## src/rtl/mem_pkg.sv

```systemverilog
// Shared encodings and helpers for the memory-access stage.
// Pure definitions, no timing.
// No flow control of its own.
package mem_pkg;

   // Load funct3 encodings
   localparam logic [2:0] F3_LB  = 3'b000;
   localparam logic [2:0] F3_LH  = 3'b001;
   localparam logic [2:0] F3_LW  = 3'b010;
   localparam logic [2:0] F3_LD  = 3'b011;
   localparam logic [2:0] F3_LBU = 3'b100;
   localparam logic [2:0] F3_LHU = 3'b101;
   localparam logic [2:0] F3_LWU = 3'b110;

   // Store funct3 encodings
   localparam logic [2:0] F3_SB  = 3'b000;
   localparam logic [2:0] F3_SH  = 3'b001;
   localparam logic [2:0] F3_SW  = 3'b010;
   localparam logic [2:0] F3_SD  = 3'b011;

   // Access size, taken from funct3[1:0]
   localparam logic [1:0] SZ_B = 2'd0;
   localparam logic [1:0] SZ_H = 2'd1;
   localparam logic [1:0] SZ_W = 2'd2;
   localparam logic [1:0] SZ_D = 2'd3;

   // Byte mask per size, packed lowest size in the lowest byte
   localparam logic [31:0] SIZE_BE_MASK = {8'hFF, 8'h0F, 8'h03, 8'h01};

   typedef enum logic [1:0] {
      IDLE = 2'd0,
      REQ  = 2'd1,
      WAIT = 2'd2
   } mem_state_e;

   // Unshifted byte-enable pattern for an access size
   function automatic logic [7:0] size_be(input logic [1:0] size);
      return SIZE_BE_MASK[{size, 3'b000} +: 8];
   endfunction

   // Natural alignment check; bytes are never misaligned
   function automatic logic is_misaligned(input logic [1:0] size, input logic [2:0] off);
      case (size)
         SZ_H:    return off[0];
         SZ_W:    return |off[1:0];
         SZ_D:    return |off;
         default: return 1'b0;
      endcase
   endfunction

endpackage

```

## src/rtl/mem_access_stage_load_align.sv

```systemverilog
// Load data alignment: shift the doubleword down to the accessed lane and extend.
// Purely combinational, zero latency.
// No flow control; output valid whenever inputs are.
module load_align
   import mem_pkg::*;
(
   input  logic [63:0] rdata,
   input  logic [2:0]  offset,
   input  logic [2:0]  funct3,
   output logic [63:0] data
);

   logic [63:0] shifted;

   assign shifted = rdata >> {offset, 3'b000};

   // Select width and sign/zero extension from the load funct3
   always_comb begin
      data = shifted;
      case (funct3)
         F3_LB:   data = {{56{shifted[7]}},  shifted[7:0]};
         F3_LBU:  data = {56'd0,             shifted[7:0]};
         F3_LH:   data = {{48{shifted[15]}}, shifted[15:0]};
         F3_LHU:  data = {48'd0,             shifted[15:0]};
         F3_LW:   data = {{32{shifted[31]}}, shifted[31:0]};
         F3_LWU:  data = {32'd0,             shifted[31:0]};
         F3_LD:   data = shifted;
         default: data = shifted;
      endcase
   end

endmodule

```

## src/rtl/mem_access_stage.sv

```systemverilog
// MEM stage: issues one load/store per instruction over req/gnt/rvalid, feeds MEM/WB.
// Latency: non-mem 0 cycles; store >= 2 cycles; load >= 3 cycles (request registered).
// Backpressure: stall_o held while a transaction is outstanding; gnt/rvalid may be delayed.
module mem_access_stage
   import mem_pkg::*;
#(
   parameter int XLEN = 64
) (
   input  logic            clk,
   input  logic            rst,
   input  logic            valid_i,
   input  logic [XLEN-1:0] alu_result_i,
   input  logic [XLEN-1:0] store_data_i,
   input  logic [4:0]      rd_addr_i,
   input  logic            reg_write_i,
   input  logic            mem_read_i,
   input  logic            mem_write_i,
   input  logic [2:0]      funct3_i,
   output logic            dmem_req_o,
   output logic            dmem_we_o,
   output logic [XLEN-1:0] dmem_addr_o,
   output logic [XLEN-1:0] dmem_wdata_o,
   output logic [7:0]      dmem_be_o,
   input  logic            dmem_gnt_i,
   input  logic            dmem_rvalid_i,
   input  logic [XLEN-1:0] dmem_rdata_i,
   output logic [XLEN-1:0] alu_result_o,
   output logic [XLEN-1:0] mem_data_o,
   output logic [4:0]      rd_addr_o,
   output logic            reg_write_o,
   output logic            mem_to_reg_o,
   output logic            stall_o,
   output logic            misalign_o
);

   mem_state_e state_q, state_d;

   // Captured request; held stable until the memory grants it
   logic [XLEN-1:0] addr_q;
   logic [XLEN-1:0] wdata_q;
   logic [7:0]      be_q;
   logic            we_q;
   logic [2:0]      funct3_q;
   logic [2:0]      off_q;

   logic            mem_op;
   logic            misaligned;
   logic            start;
   logic [2:0]      off_in;
   logic [1:0]      size_in;
   logic [XLEN-1:0] load_data;

   assign off_in     = alu_result_i[2:0];
   assign size_in    = funct3_i[1:0];
   assign mem_op     = mem_read_i | mem_write_i;
   assign misaligned = is_misaligned(size_in, off_in);
   assign start      = (state_q == IDLE) && valid_i && mem_op && !misaligned;

   // State register
   always_ff @(posedge clk or posedge rst) begin
      if (rst) begin
         state_q <= IDLE;
      end else begin
         state_q <= state_d;
      end
   end

   // Next state: one request per op; loads additionally wait for rvalid after gnt
   always_comb begin
      state_d = state_q;
      case (state_q)
         IDLE: begin
            if (start) state_d = REQ;
         end
         REQ: begin
            // rvalid arriving with gnt belongs to no one yet, so it is dropped here
            if (dmem_gnt_i) state_d = we_q ? IDLE : WAIT;
         end
         WAIT: begin
            if (dmem_rvalid_i) state_d = IDLE;
         end
         default: state_d = IDLE;
      endcase
   end

   // Capture the lane-shifted request when an aligned op is first seen
   always_ff @(posedge clk or posedge rst) begin
      if (rst) begin
         addr_q   <= '0;
         wdata_q  <= '0;
         be_q     <= '0;
         we_q     <= 1'b0;
         funct3_q <= '0;
         off_q    <= '0;
      end else if (start) begin
         addr_q   <= {alu_result_i[XLEN-1:3], 3'b000};
         wdata_q  <= store_data_i << {off_in, 3'b000};
         be_q     <= size_be(size_in) << off_in;
         we_q     <= mem_write_i;
         funct3_q <= funct3_i;
         off_q    <= off_in;
      end
   end

   load_align u_load_align (
      .rdata  (dmem_rdata_i),
      .offset (off_q),
      .funct3 (funct3_q),
      .data   (load_data)
   );

   // Memory port driven from registered state only; quiet outside REQ
   always_comb begin
      dmem_req_o   = 1'b0;
      dmem_we_o    = 1'b0;
      dmem_addr_o  = '0;
      dmem_wdata_o = '0;
      dmem_be_o    = '0;
      if (state_q == REQ) begin
         dmem_req_o   = 1'b1;
         dmem_we_o    = we_q;
         dmem_addr_o  = addr_q;
         dmem_wdata_o = wdata_q;
         dmem_be_o    = be_q;
      end
   end

   // MEM/WB outputs: bubble (reg_write 0, stall 1) on every non-completion cycle of a mem op
   always_comb begin
      alu_result_o = '0;
      mem_data_o   = '0;
      rd_addr_o    = '0;
      reg_write_o  = 1'b0;
      mem_to_reg_o = 1'b0;
      stall_o      = 1'b0;
      misalign_o   = 1'b0;
      if (!rst) begin
         if (valid_i || state_q != IDLE) begin
            alu_result_o = alu_result_i;
            rd_addr_o    = rd_addr_i;
         end
         case (state_q)
            IDLE: begin
               if (valid_i) begin
                  if (!mem_op) begin
                     reg_write_o = reg_write_i;
                  end else if (misaligned) begin
                     misalign_o = 1'b1;
                  end else begin
                     stall_o = 1'b1;
                  end
               end
            end
            REQ: begin
               if (dmem_gnt_i && we_q) begin
                  reg_write_o = reg_write_i;
               end else begin
                  stall_o = 1'b1;
               end
            end
            WAIT: begin
               if (dmem_rvalid_i) begin
                  reg_write_o  = reg_write_i;
                  mem_to_reg_o = 1'b1;
                  mem_data_o   = load_data;
               end else begin
                  stall_o = 1'b1;
               end
            end
            default: ;
         endcase
      end
   end

endmodule

```

## config.mk

```make
export PLATFORM = sky130hd
export DESIGN_NAME = mem_access_stage
export DESIGN_NICKNAME = d
export VERILOG_FILES = /design/src/rtl/mem_pkg.sv /design/src/rtl/mem_access_stage_load_align.sv /design/src/rtl/mem_access_stage.sv
export SDC_FILE = /design/constraint.sdc
export NUM_CORES = 1
export LEC_CHECK = 0
export CAP_MARGIN = 0
export CORE_AREA = 5 5 183 185
export DETAILED_ROUTE_END_ITERATION = 7
export DIE_AREA = 0 0 188 190
export PLACE_DENSITY = 0.67
export SKIP_LAST_GASP = 1
export SLEW_MARGIN = 25
export SYNTH_ARGS = -nofsm -noshare
export SYNTH_HDL_FRONTEND = slang
export SYNTH_HIERARCHICAL = 1
export SYNTH_SLANG_ARGS = --single-unit
```

## constraint.sdc

```tcl
create_clock -name clk -period 6.92 [get_ports clk]
set_clock_uncertainty 0.1 [all_clocks]
set_input_delay 2.076 -clock clk [delete_from_list [all_inputs] [get_ports clk]]
set_output_delay 2.076 -clock clk [all_outputs]
set_load 0.01 [all_outputs]
```

==> results.md, run 1 <==
- STA puts the critical path data required time at 4.74 ns.
- The total power density per cell area is 309 mW/mm².
- The total half-perimeter wirelength after legalization and detailed placement is 37.5 mm.
- The count of cells in the finished layout, fillers not included, comes to 2,179.
- Setup repair after global routing could not meet its margin everywhere.
- For the pin with the worst max-slew slack, the measured transition is 1.19 ns.
- The maximum vdd ir drop is 0.152 mV.
- The total global routing track utilization is 26.7%.
- The core region is 0.0319 mm².
- The I/O pin total is 483.
- The final-report hold violation count came to 0.
- In this run the remaining antenna-violating nets after routing total 0.
- In the layout the commonest cells are sky130_fd_sc_hd__clkdlybuf4s50_1, sky130_fd_sc_hd__nand2_1, sky130_fd_sc_hd__and2_1, sky130_fd_sc_hd__dfrtp_1, sky130_fd_sc_hd__mux2i_1.
- Wires add up to 50.1 mm.
- The worst-case setup margin in the final layout is 0.0289 ns.
- The clock passes through at most 2 buffers.
- The cell type group with the largest total delay on the critical path is buffers and inverters.
- The startpoint identified for the worst register-to-register timing path is state_q[1].
- The number of H-tree levels is 4.
- Along the worst path, the maximum fanout reaches 9.
- The DRC violation count after routing is 0.
- The wire length of the first global-routing pass is 74.5 mm.
- The signed area change from the synthesized netlist to the final layout is 50.0%.
- The share of the yosys chip area belonging to registers is 30.8%.
- The share of layout cells above drive strength 1 is 10.4%.
- In this run the critical register-to-register path is captured at wdata_q[27].
- The clock input transition at the sequential cells of the worst setup and hold paths is 0.06 ns.
- Summing over every cut layer, the via total after detailed routing is 11,757.
- The Yosys step of the flow raised 6 warnings.
- The final critical-path required period is 6.89 ns.
- TritonCTS built the clock tree.
- TritonCTS created 17 clock buffers.
- The worst stage delay on the critical path is 0.61 ns.
- The endpoint type of the worst setup path is a primary output.
- Data arrives at the worst endpoint at 4.72 ns.
- The die width is 188 µm.
- In this run the cell area measured after placement is 0.0165 mm².
- The most common library cell in the layout ignoring fill and taps is sky130_fd_sc_hd__clkdlybuf4s50_1.
- The ratio of final minimum period to clock period is 99.6%.
- Max-cap violations in this run came to 0.
- The startpoint identified for the worst hold timing path is addr_q[33].
- The type of the most critical hold path is reg -> reg.
- The maximum number of pins on one net before global-route repair is 111.
- The number of antenna violations at the first check in global routing is 3.
- The run finished with clean final reports.
- The diode insertion count for antenna repair is 0.
- The most common cell type on the critical path is sky130_fd_sc_hd__clkdlybuf4s50_1.
- After synthesis, the share of flip-flops with an asynchronous set or reset is 100%.
- The worst-case headroom to the max-slew limit is 20.5%.
- The total of buffers placed on input and output ports is 479.
- At the end of routability-driven placement, the weighted congestion stood at 0.946.
- Based on the critical path, the design can be clocked at up to 145 MHz.
- The count of buffer and inverter cells on the critical path is 2.
- The most used flip-flop cell after synthesis is sky130_fd_sc_hd__dfrtp_1.
- The worst-case setup slack after placement is -0.125 ns.
- At the later pin of the worst-skew pair, clock insertion delay measures 0.42 ns.
- After layout, the design draws a total of 5.35 mW.
- The number of setup violations in the final report is 0.
- The depth of the most critical reg-to-reg path is 7.
- The initial core utilization is 36.2%.
- Yosys mapped a number of flops with a built-in enable equal to 0.
- The cell with the largest stage delay on the worst path is sky130_fd_sc_hd__mux4_2.
- For this block, the initial DRC count from the detailed router was 869.
- The routed length per placed instance is 23.0 µm.
- The number of core rows is 66.
- The mean cell area of the mapped netlist is 8.55 µm².
- The via count of the first global-routing pass is 11,890.
- In this run, synthesis produced a sequential element count of 142.
- The register-to-register setup slack is 4.20 ns.
- After technology mapping, the gate count stands at 1,349.
- The detailed-routing iteration count for the pre-antenna-repair pass is 5.
- The leakage power is 7.55 nW.
- Summed over all layers, the global routing overflow is 0.
- The number of nets in the layout is 1,970.
- In this run the vertical extent of the chip is 190 µm.
- The path with the worst hold slack has its endpoint at addr_q[33].
- After routing the design area is 0.0173 mm².
- The max-slew violation count was 0.
- The signal on the critical path passes through clkdlybuf4s50_1 -> mux2i_2 -> mux4_2 -> or4b_4 -> nand4_1 -> and2_1 -> clkdlybuf4s50_1.
- The worst setup path is launched from an input port.
- The number of sinks on the clock net is 142.
- The final design utilization is 54.3%.
- The floorplan step defined a die boundary enclosing 0.0357 mm².
- Counting distinct cell types in the post-synthesis netlist gives 50.
- The routed via count divided by cell count is 5.40.
- The tree is rooted in a sky130_fd_sc_hd__clkbuf_16.
- The number of placed instances, taps included, is 2,138.
- The filler cell count is 2,966.
- The type of the setup path with the least slack is in -> out.
- Along the worst hold path, the cell count comes to 2.
- The summed instance area of the synthesized netlist is 0.0115 mm².
- After clock tree synthesis, the flow added hold-fix buffers numbering 0.
==> power breakdown <==
| group | internal, mW | switching, mW | total [mW] |
|---|---|---|---|
| registers | 1.21 | 0.312 | 1.52 |
| clock network | 0.624 | 0.399 | 1.02 |
| logic | 1.38 | 1.43 | 2.81 |
| total | 3.21 | 2.14 | 5.35 |
==> cell type report <==
class	instances	area (µm²)	area share, %
clock buffers	19	443	2.56
inverters	8	37.5	0.217
clock inverters	13	200	1.16
multi-input cells	1079	7470	43.2
flip-flops and latches	142	3560	20.6
repair buffers	510	5070	29.3
well taps	408	510	2.95
==> layer usage <==
layer  vias to the layer above  share of wire (%)  GRT usage (%)
met3                        83                7.6           7.72
met5                         -              0.088              0
met4                         6                3.0           8.16
met1                      5701                 40           32.8
li1                       5467                  -              -
met2                       500                 49           45.6
==> synthesized netlist by cell type (7+ instances only) <==
library cell	number	area [µm²]
sky130_fd_sc_hd__dfrtp_1	142	3550
sky130_fd_sc_hd__clkbuf_1	64	240
sky130_fd_sc_hd__o31ai_2	18	225
sky130_fd_sc_hd__nor2_1	27	101
sky130_fd_sc_hd__nand4_1	33	206
sky130_fd_sc_hd__a22o_1	24	210
sky130_fd_sc_hd__and2_1	276	1730
sky130_fd_sc_hd__buf_2	34	170
sky130_fd_sc_hd__a21o_1	10	75.1
sky130_fd_sc_hd__nand2_1	345	1290
sky130_fd_sc_hd__buf_6	8	90.1
sky130_fd_sc_hd__nand3_1	18	90.1
sky130_fd_sc_hd__mux2_2	18	203
sky130_fd_sc_hd__mux4_2	61	1370
sky130_fd_sc_hd__o211ai_1	10	75.1
sky130_fd_sc_hd__mux2i_1	77	771
sky130_fd_sc_hd__o21ai_0	61	305
sky130_fd_sc_hd__a21oi_1	22	110
sky130_fd_sc_hd__a31oi_1	8	50.1
sky130_fd_sc_hd__inv_1	7	26.3
sky130_fd_sc_hd__buf_4	14	105
sky130_fd_sc_hd__a22oi_1	8	60.1
sky130_fd_sc_hd__buf_1	9	33.8
==> worst register-to-register path, cell delays in order, from the launching register on <==
cell                       delay, ns
sky130_fd_sc_hd__dfrtp_1        0.40
sky130_fd_sc_hd__inv_1          0.14
sky130_fd_sc_hd__ha_1           0.32
sky130_fd_sc_hd__o211ai_2       0.18
sky130_fd_sc_hd__a21oi_4        0.16
sky130_fd_sc_hd__buf_4          0.72
sky130_fd_sc_hd__o211ai_1       0.37
sky130_fd_sc_hd__o21ai_0        0.23
==> worst max-delay path by stage <==
stage	start	endpoint	slack, ns	cells past startpoint
after floorplan	rst	addr_q[10]	0.93	1
after detailed placement	dmem_rdata_i[47]	mem_data_o[41]	-0.13	7
after global routing	dmem_rdata_i[63]	mem_data_o[18]	-0.02	7
after global placement	dmem_rdata_i[63]	mem_data_o[52]	-0.002	7
final	dmem_rdata_i[63]	mem_data_o[36]	0.03	7
after CTS	dmem_rdata_i[47]	mem_data_o[27]	-0.007	7
==> state kept, by name, indices dropped and copies added, names as in the netlist <==
| signal | cells |
|---|---|
| addr_q | 61 |
| be_q | 8 |
| funct3_q | 3 |
| off_q | 3 |
| state_q | 2 |
| wdata_q | 64 |
| we_q | 1 |
==> stage by stage <==
step | TNS, ns | hold WS, ns
after CTS | -0.0380 | 0.370
after detailed placement | -4.38 | 0.354
after global placement | -0.00152 | 0.350
after global routing | -0.282 | 0.393
after floorplan | 0 | 0.331
final | 0 | 0.365
==> timing repair <==
action / 4_1_cts / 5_1_grt
pin swaps: 2 / 5
resized for setup: 2 / 14
buffers inserted: 0 / 2
cloned: 2 / 5
endpoints found under the setup margin: 48 / 48
==> cells by family after synthesis <==
| family | Yosys count | synth area share [%] |
|---|---|---|
| AO/OA/AOI/OAI | 182 | 11.1 |
| XOR/XNOR | 1 | 0.0760 |
| adder cells (fa/ha/maj) | 4 | 0.434 |
| buffers and inverters | 137 | 5.81 |
| flip-flops | 142 | 30.8 |
| multiplexers | 156 | 20.4 |
| other | 1 | 0.0325 |
| AND/OR/NAND/NOR | 726 | 31.4 |
No activity file was read; power rests on OpenSTA's default activity.
==> run 2, diff against run 1 <==
--- a/config.mk
+++ b/config.mk
@@ -5,7 +5,7 @@
 export SDC_FILE = /design/constraint.sdc
 export NUM_CORES = 1
 export LEC_CHECK = 0
-export CAP_MARGIN = 0
+export CAP_MARGIN = 10
 export CORE_AREA = 5 5 183 185
 export DETAILED_ROUTE_END_ITERATION = 7
 export DIE_AREA = 0 0 188 190
==> results of run 2 <==
Final layout, timing and power as in run 1 (identical DEF).
